<file path="src/rtl/seg7_pkg.sv">
// rtl/seg7_pkg.sv - shared 7-segment pattern table, blank code and scan-capture FSM states
package seg7_pkg;

  // Index = hex digit, bits = {g,f,e,d,c,b,a}; same table the binary-to-7-segment encoder drives.
  localparam logic [6:0] SEG7_PATTERNS [16] = '{
    7'h3F, 7'h06, 7'h5B, 7'h4F, 7'h66, 7'h6D, 7'h7D, 7'h07,
    7'h7F, 7'h6F, 7'h77, 7'h7C, 7'h39, 7'h5E, 7'h79, 7'h71
  };

  localparam logic [6:0] SEG7_BLANK = 7'h00;

  typedef enum logic {
    SCAN  = 1'b0,
    CHECK = 1'b1
  } scan_state_e;

endpackage

</file>
<file path="src/rtl/seg7_pattern_to_bin.sv">
// rtl/seg7_pattern_to_bin.sv - 7-segment pattern to {valid, nibble} lookup
// SEG7_BLANK_AS_ZERO_EN: when defined, the blank pattern reads as a valid 0.
module seg7_pattern_to_bin
  import seg7_pkg::*;
(
  input  logic [6:0] pattern_i,
  output logic       valid_o,
  output logic [3:0] nibble_o
);

  always_comb begin
    valid_o  = 1'b0;
    nibble_o = 4'h0;
    for (int k = 0; k < 16; k++) begin
      if (pattern_i == SEG7_PATTERNS[k]) begin
        valid_o  = 1'b1;
        nibble_o = 4'(k);
      end
    end
`ifdef SEG7_BLANK_AS_ZERO_EN
    if (pattern_i == SEG7_BLANK) begin
      valid_o = 1'b1;
    end
`endif
  end

endmodule

</file>
<file path="src/rtl/seg7_scan_capture.sv">
// rtl/seg7_scan_capture.sv - recovers hex value from a multiplexed 7-segment bus with frame stability filter
// SEG7_BLANK_AS_ZERO_EN: selects blank-as-zero decoding in seg7_pattern_to_bin.
module seg7_scan_capture
  import seg7_pkg::*;
#(
  parameter int NUM_DIGITS    = 4,
  parameter int SETTLE_CYCLES = 8,
  parameter int STABLE_FRAMES = 3
) (
  input  logic                    clk,
  input  logic                    rst_n,
  input  logic [6:0]              seg_in,
  input  logic [NUM_DIGITS-1:0]   digit_sel_in,
  output logic [4*NUM_DIGITS-1:0] value_out,
  output logic                    value_valid_out,
  input  logic                    value_ready_in,
  output logic                    err_out,
  output logic                    overrun_out
);

  localparam int         FW          = 4 * NUM_DIGITS;
  localparam logic [7:0] SETTLE_LAST = 8'(SETTLE_CYCLES - 1);
  localparam logic [3:0] STABLE_CNT  = 4'(STABLE_FRAMES);

  logic [6:0]            seg_s1_q, seg_s2_q, seg_prev_q;
  logic [NUM_DIGITS-1:0] sel_s1_q, sel_s2_q, sel_prev_q;
  logic [7:0]            settle_q, settle_d;
  logic [FW-1:0]         frame_q, frame_d, last_frame_q, last_frame_d, value_q, value_d;
  logic [NUM_DIGITS-1:0] captured_q, captured_d, err_mask_q, err_mask_d;
  logic [3:0]            match_q, match_d;
  logic                  valid_q, valid_d, err_q, err_d, overrun_q, overrun_d;
  scan_state_e           state_q, state_d;

  logic       sample_same, sel_onehot, capture, publish;
  logic       pat_valid;
  logic [3:0] pat_nibble;

  seg7_pattern_to_bin u_decode (
    .pattern_i (seg_s2_q),
    .valid_o   (pat_valid),
    .nibble_o  (pat_nibble)
  );

  assign sample_same = (seg_s2_q == seg_prev_q) && (sel_s2_q == sel_prev_q);
  assign sel_onehot  = $onehot(sel_s2_q);

  // Counter saturates at SETTLE_LAST so a held strobe captures once; only a sample change re-arms it.
  always_comb begin
    settle_d = 8'd0;
    capture  = 1'b0;
    if (sample_same && sel_onehot) begin
      settle_d = (settle_q == SETTLE_LAST) ? settle_q : settle_q + 8'd1;
      capture  = (settle_q == SETTLE_LAST - 8'd1);
    end
  end

  always_comb begin
    state_d      = state_q;
    frame_d      = frame_q;
    captured_d   = captured_q;
    err_mask_d   = err_mask_q;
    last_frame_d = last_frame_q;
    match_d      = match_q;
    publish      = 1'b0;
    err_d        = 1'b0;
    if (state_q == CHECK) begin
      state_d    = SCAN;
      captured_d = '0;
      err_mask_d = '0;
      if (|err_mask_q) begin
        err_d   = 1'b1;
        match_d = 4'd0;
      end else if (frame_q == last_frame_q) begin
        match_d = (match_q == 4'hF) ? match_q : match_q + 4'd1;
        publish = (match_q != STABLE_CNT) && (match_d == STABLE_CNT);
      end else begin
        last_frame_d = frame_q;
        match_d      = 4'd1;
        publish      = (STABLE_CNT == 4'd1);
      end
    end else if (&captured_q) begin
      state_d = CHECK;
    end
    // Applied after the CHECK clear so a capture landing during CHECK belongs to the new frame.
    if (capture) begin
      for (int i = 0; i < NUM_DIGITS; i++) begin
        if (sel_s2_q[i]) begin
          frame_d[4*i +: 4] = pat_nibble;
          captured_d[i]     = 1'b1;
          err_mask_d[i]     = err_mask_d[i] | ~pat_valid;
        end
      end
    end
  end

  always_comb begin
    value_d   = value_q;
    valid_d   = valid_q;
    overrun_d = 1'b0;
    if (publish) begin
      value_d   = frame_q;
      valid_d   = 1'b1;
      overrun_d = valid_q && !value_ready_in;
    end else if (valid_q && value_ready_in) begin
      valid_d = 1'b0;
    end
  end

  always_ff @(posedge clk or negedge rst_n) begin
    if (!rst_n) begin
      seg_s1_q     <= '0;
      seg_s2_q     <= '0;
      seg_prev_q   <= '0;
      sel_s1_q     <= '0;
      sel_s2_q     <= '0;
      sel_prev_q   <= '0;
      settle_q     <= '0;
      frame_q      <= '0;
      last_frame_q <= '0;
      value_q      <= '0;
      captured_q   <= '0;
      err_mask_q   <= '0;
      match_q      <= '0;
      valid_q      <= 1'b0;
      err_q        <= 1'b0;
      overrun_q    <= 1'b0;
      state_q      <= SCAN;
    end else begin
      seg_s1_q     <= seg_in;
      seg_s2_q     <= seg_s1_q;
      seg_prev_q   <= seg_s2_q;
      sel_s1_q     <= digit_sel_in;
      sel_s2_q     <= sel_s1_q;
      sel_prev_q   <= sel_s2_q;
      settle_q     <= settle_d;
      frame_q      <= frame_d;
      last_frame_q <= last_frame_d;
      value_q      <= value_d;
      captured_q   <= captured_d;
      err_mask_q   <= err_mask_d;
      match_q      <= match_d;
      valid_q      <= valid_d;
      err_q        <= err_d;
      overrun_q    <= overrun_d;
      state_q      <= state_d;
    end
  end

  assign value_out       = value_q;
  assign value_valid_out = valid_q;
  assign err_out         = err_q;
  assign overrun_out     = overrun_q;

endmodule

</file>
<file path="config.mk">
export PLATFORM = sky130hd
export DESIGN_NAME = seg7_scan_capture
export DESIGN_NICKNAME = d
export VERILOG_FILES = /design/src/rtl/seg7_pkg.sv /design/src/rtl/seg7_pattern_to_bin.sv /design/src/rtl/seg7_scan_capture.sv
export SDC_FILE = /design/constraint.sdc
export NUM_CORES = 1
export LEC_CHECK = 0
export CORE_MARGIN = 5
export CORE_UTILIZATION = 30
export CTS_CLUSTER_DIAMETER = 30
export DETAILED_ROUTE_END_ITERATION = 8
export GPL_TIMING_DRIVEN = 0
export PLACE_DENSITY = 0.49
export SLEW_MARGIN = 20
export SYNTH_ARGS = -nofsm -noshare
export SYNTH_HDL_FRONTEND = slang
export SYNTH_SLANG_ARGS = --single-unit
export TNS_END_PERCENT = 20
</file>
<file path="constraint.sdc">
create_clock -name clk -period 6.6 [get_ports clk]
set_input_delay 1.98 -clock clk [delete_from_list [all_inputs] [get_ports clk]]
set_output_delay 1.98 -clock clk [all_outputs]
set_load 0.02 [all_outputs]
</file>
==> results.toml <==
[final_layout]
finish.net_count = 416
ff_latch_area_um2 = 2628
area_of_the_multi_input_gates_um2 = 1747
diodes = 0
syn2layout_area_growth_pct = 19.17
ratio_of_cells_with_drive_above_1_in_the_final_layout = 0.1920
layout.cells.non_filler = 585
fillers = 1409
finished_core_util = 0.3668

[clock_network]
worst_setup_hold_path_clk_slew_ns = 0.07
tritoncts = "built"
h-tree-depth = 3
cts_made_buffers = 9
post_cts.resized_instances = 0
clkLatencyLatePin_ns = 0.35
cts_setup_buffers = 0
root_buffer = "clkbuf_16"
cts_hold_buf = 0
max-clock-path-buffers = 2
clkSinkCount = 105

[timing]
setup_total_negative_slack_ns = 0
final_period_minus_worst_setup_slack_ns = 3.299
clock.fmax_ghz = 0.3031
timing.final.max_slew_violations = 0
finalCritPeriodShare = 0.4998
slew_at_the_pin_closest_to_its_max_slew_limit_ns = 0.8663
slew_headroom = 0.4151
rsz_0062_raised_after_global_routing = "no"
hold_viol_final = 0
timing.clock.skew_ns = 0.005101
setup_violations = 0

[placed_design]
place.detailed.instances = 569
hpwlAfterDp_um = 5784
final_weighted_congestion_in_routability_driven_placement = 0.7951
io_buffer_count = 32

[synth]
synthesis.area_um2 = 4491
ys_top_cells_by_area = "dfrtp_1 (59%), mux2_2 (12%), xor2_1 (4.3%)"
synth_top_area_share = 0.5851
synthesis.yosys.warnings = 0
number_of_flops_mapped_to_enable_cells_by_yosys = 0
synth.ff_latch_count = 105
postSynthCellCount = 352
ys_types = 46
avgSynthCellArea_um2 = 12.76
synth_top_area_cell = "dfrtp_1"
mappedNetlistNets = 372
synthFlopType = "dfrtp_1"
ys_async_sr_fraction = 1.000
proportion_of_synthesized_chip_area_in_sequential_cells = 0.5851

[route]
number_of_drc_markers_in_iteration_0 = 144
vias = 2720
detail-route-antenna-nets = 0
drt_pre_antenna_iters = 4
drcViolationCount = 0
postRouteWirelength_um = 8374
routed_wire_length_per_instance_um = 14.31
vias_per_cell = 4.650

[worst_setup_path]
worstReg2RegEnd = "frame_q[14]"
worstPathBufferInverterCount = 1
critPathMaxStageDelay_ns = 0.61
endpoint = "value_out[4]"
crit_chain = "clkdlybuf4s50_1"
crit_family = "buffers and inverters"
path_max_fanout = 2
worst_r2r_path_cells = 10
worstPathArrival_ns = 1.32
reg2reg_setup_slack_ns = 3.51
criticalPathCategory = "reg2out"
start_kind = "flip-flop"
crit_start = "value_out[4]"
highest_delay_cell_along_the_critical_path = "clkdlybuf4s50_1"
cp_depth = 1
endpoint_kind = "output pin"
regToRegStartpoint = "sel_s2_q[0]"
cp_data_required_time_ns = 4.62

[global_route]
grt_first_pass_wirelength_um = 14720
grt_max_degree = 74
total_congestion_overflow_after_global_routing = 0
via_count_of_the_first_global_routing_pass = 2838
groute.usage.overall = 0.1047
antenna_violations_before_repair = 0

[floorplan]
start_util = 0.3078
floorplan.die_area_um2 = 17520
floorplan.rows = 44
ioPinCount = 33
die-height_um = 132.3
die_width_um = 132.3
core_area_um2 = 14590

[power_and_ir_drop]
total_power_w = 0.001222
vdd.ir_drop.worst_mv = 0.1291
leakage_power_summed_over_all_cells_nw = 2.462
power_dens_cells_nw_per_um2 = 228.4

[run_status]
run_status = "finished clean"

[worst_hold_path]
min_path_type = "reg2reg"

[flow_run]
timing.max_cap.violations = 0
==> through the flow <==
step | area, µm² | hold WS (ns) | setup slack (ns)
after global placement | 5041 | 0.3322 | -0.5459
after global routing | 5351 | 0.3574 | 3.245
after CTS | 5351 | 0.3510 | 3.283
after floorplan | 4491 | 0.3312 | 3.874
after detailed placement | 5070 | 0.3355 | 3.477
final | 5351 | 0.3482 | 3.301
==> final cells by class <==
cell class,instances,area share
multi-input cells,223,0.3264
plain buffers,13,0.01403
inverters,11,0.007716
flip-flops and latches,105,0.4910
clock buffers,11,0.04723
clock inverters,5,0.005378
well taps,184,0.04302
repair buffers,33,0.06523
==> cells in the final DEF (no fill, tap or decap), types with 6 or more instances in the layout <==
| cell | synthesis | routed |
|---|---|---|
| clkbuf_1 | 9 | 9 |
| clkbuf_16 | 0 | 9 |
| clkdlybuf4s50_1 | 0 | 31 |
| dfrtp_1 | 105 | 105 |
| inv_1 | 11 | 11 |
| mux2_2 | 48 | 48 |
| nand2_1 | 20 | 20 |
| nand2b_1 | 6 | 6 |
| nand3_1 | 11 | 11 |
| nor2_1 | 16 | 16 |
| o21ai_0 | 7 | 7 |
| o31ai_1 | 8 | 8 |
| xnor2_1 | 14 | 14 |
| xor2_1 | 22 | 22 |
==> registers in the layout, summed over array words and instances (netlist names), 7 cells and up <==
signal / flops
frame_q: 16
settle_q: 8
seg_prev_q: 7
value_out: 16
seg_s1_q: 7
last_frame_q: 16
seg_s2_q: 7
==> cell families after synthesis <==
kind of cell,count (synthesis),share of synthesized area
AOI/OAI and AO/OA,35,0.05322
adders and majority gates,6,0.01839
muxes,49,0.1237
buffers and inverters,24,0.02591
DFF,105,0.5851
xor gates and xnor gates,36,0.07021
and+or+nand+nor,97,0.1234
==> how the worst min path moves through the flow <==
| stage | from | end | depth (start not counted) |
|---|---|---|---|
| final | sel_s1_q[2] | sel_s2_q[2] | 0 |
| after global routing | sel_s1_q[2] | sel_s2_q[2] | 0 |
| after CTS | seg_s1_q[3] | seg_s2_q[3] | 0 |
| after detailed placement | seg_s1_q[3] | seg_s2_q[3] | 0 |
| after global placement | seg_s1_q[2] | seg_s2_q[2] | 0 |
| after floorplan | seg_s1_q[0] | seg_s2_q[0] | 0 |
==> synth_stat cells (3+ instances only) <==
library cell / number
nor3_1: 5
nand4_1: 5
nor2b_1: 4
xor2_1: 22
nor2_1: 16
inv_1: 11
mux2_2: 48
nand2b_1: 6
nand3_1: 11
o21ai_0: 7
nor3b_1: 3
xnor2_1: 14
nand4b_1: 3
clkbuf_1: 9
o31ai_1: 8
nor4_1: 5
nand2_1: 20
o22ai_1: 3
a21oi_1: 4
dfrtp_1: 105
ha_1: 5
or3_1: 4
==> power breakdown <==
| part | switching, W | total, W | internal [W] |
|---|---|---|---|
| registers | 0.00000670 | 0.000660 | 0.000653 |
| logic | 0.0000319 | 0.0000543 | 0.0000224 |
| clock network | 0.000233 | 0.000508 | 0.000275 |
| total | 0.000271 | 0.00122 | 0.000951 |
==> metal layers <==
metal  global-route usage  part of all wire
met1               0.1437              0.50
met2               0.1514              0.44
met3              0.03168             0.038
met4              0.04864             0.020
met5                    0                 0
Note: power is estimated with default switching activity, not from simulation.
==> edit, RTL diff (same flow settings) <==
Build with the macro `SEG7_BLANK_AS_ZERO_EN` defined.
--- a/src/rtl/seg7_pattern_to_bin.sv
+++ b/src/rtl/seg7_pattern_to_bin.sv
@@ -2,2 +2,4 @@
 // SEG7_BLANK_AS_ZERO_EN: when defined, the blank pattern reads as a valid 0.
+`define SEG7_BLANK_AS_ZERO_EN
+
 module seg7_pattern_to_bin
Check against the original RTL: same outputs for any inputs over 10 cycles, from zero or initial values and one cycle with rst_n low; that may be too few to reach the edited logic, so the function may still have changed.
==> edit against the original RTL <==
Area after synthesis fell by 0.39%; power rose by 5.1%; cell count fell by 0.85%; sequential cell count did not move; wire length rose by 0.78%; clock power rose by 13%; count of clock-buffer cells in the layout did not move; setup slack improved by 0.0046 ns; largest power group unchanged; sequential share of layout area fell by 0.21 points; sequential power barely moved; cell area rose by 0.42%; critical path type unchanged.
==> edit: results (changes against the original RTL) <==
initial DRC count 99 (-31%); Worst VDD drop 0.112 mV (-13%); hold path start seg_s1_q[2]; skew final 0.00820 ns (+0.00310 ns); PostCTS Resize Cnt 0 (unchanged); global-route wire length before repair 14,400 um (-2.3%); Vias/cell 4.70 (+1.1%); top cells by count, synth dfrtp_1 (105), mux2_2 (37), xor2_1 (21), inv_1 (16), nor2_1 (16); Worst Reg-to-Reg Cells 10 (unchanged); Skew-Pair Late Insertion Delay 0.35 ns (about the same); Synth area leaders dfrtp_1 (59%), mux2_2 (9.3%), xor2_1 (4.1%); post-DR wirelength/cell 14.6 um (+1.6%); slew margin rel. 0.542 (+0.127); initial antenna violation count 0 (unchanged); reg2reg end frame_q[6]; final net count 411 (-1.2%); hpwl dp 5770 um (-0.27%); post-synthesis cell type count 47 (+2.2%); CTS Buf Count 9 (unchanged); Pleak 2.50 nW (+1.4%); RD Place Congestion 0.735 (-7.6%); delay-heaviest family, CP buffers and inverters; pin count of the biggest net entering global routing 75 (+1.4%); Post-Syn Nets 367 (-1.3%); vias in the first global route 2,775 (-2.2%); worst setup path startpoint value_out[3]; # diodes 0 (unchanged); share of post-route cells with drive strength above 1 0.182 (-0.0102); ys async rst share 1.00 (unchanged); sequential area share after synthesis 0.587 (+0.00229); filler cell count 1,411 (+0.14%); Max stage delay cell, worst path clkdlybuf4s50_1; All-Layer GR Usage 0.103 (-0.00189); worst hold endpoint seg_s2_q[2]; port buffer count 32 (unchanged); min cycle time layout 3.29 ns (-0.00459 ns); pre-CTS setup slack 3.46 ns (-0.0198 ns); CP Max Fanout 2 (unchanged); status complete, no violations; Clock Pin Slew Worst Setup and Hold Paths 0.07 ns (about the same)
[edit: changes by cell type after synthesis, sizes merged, moves of 3 or more]
cell    before  now
nand2       20   14
o211ai       0    3
o31ai        8    3
inv         11   16
nand2b       6    2
[edit: through the flow]
stage | instances | hold slack, ns | utilization | total power [mW] | cell area [um^2]
2_1_floorplan | 347 | 0.331 | - | 0.695 | 4470
3_3_place_gp | 563 | 0.332 | 0.344 | 0.722 | 5020
5_1_grt | 580 | 0.360 | 0.368 | 1.34 | 5370
6_report | 580 | 0.348 | 0.368 | 1.28 | 5370
3_5_place_dp | 564 | 0.335 | 0.346 | 0.725 | 5050
4_1_cts | 580 | 0.351 | 0.368 | 1.31 | 5370
[edit: layout make-up]
cell class              instances  area share
well taps                     184      0.0428
clock inverters                 5      0.0147
multi-input cells             213       0.318
clock buffers                  11      0.0452
flip-flops and latches        105       0.489
inverters                      16      0.0112
repair buffers                 33      0.0650
plain buffers                  13      0.0140
[edit: logic make-up (layout without fill, tap and decap cells)]
kind of cell | count (synthesis) | after routing | synth area share
buffers and inverters | 29 | 78 | 0.0302
and+or+nand+nor | 88 | 88 | 0.115
muxes | 48 | 48 | 0.128
xor gates and xnor gates | 36 | 36 | 0.0705
adders and majority gates | 7 | 7 | 0.0207
DFF | 105 | 105 | 0.587
AOI/OAI and AO/OA | 34 | 34 | 0.0481
[edit: layer usage]
layer | GRT usage | up-vias | share of wire | routed length, um
li1 | - | 1302 | - | -
met1 | 0.139 | 1365 | 0.48 | 4030
met2 | 0.156 | 47 | 0.46 | 3910
met3 | 0.0229 | 13 | 0.036 | 302
met4 | 0.0520 | 0 | 0.024 | 200
met5 | 0 | - | 0 | 0
[edit: worst max-delay path by stage]
stage                            to  cells after the start
CTS                 value_valid_out                      1
detailed placement       frame_q[6]                     10
floorplan               frame_q[10]                     10
global placement       value_out[2]                      1
finish                 value_out[3]                      1
global route             frame_q[6]                     10
[edit: report_power, final]
part	switching [mW]	total, mW	internal [mW]
sequential	0.00683	0.660	0.653
clock	0.231	0.574	0.342
combinational	0.0297	0.0509	0.0212
total	0.268	1.28	1.02
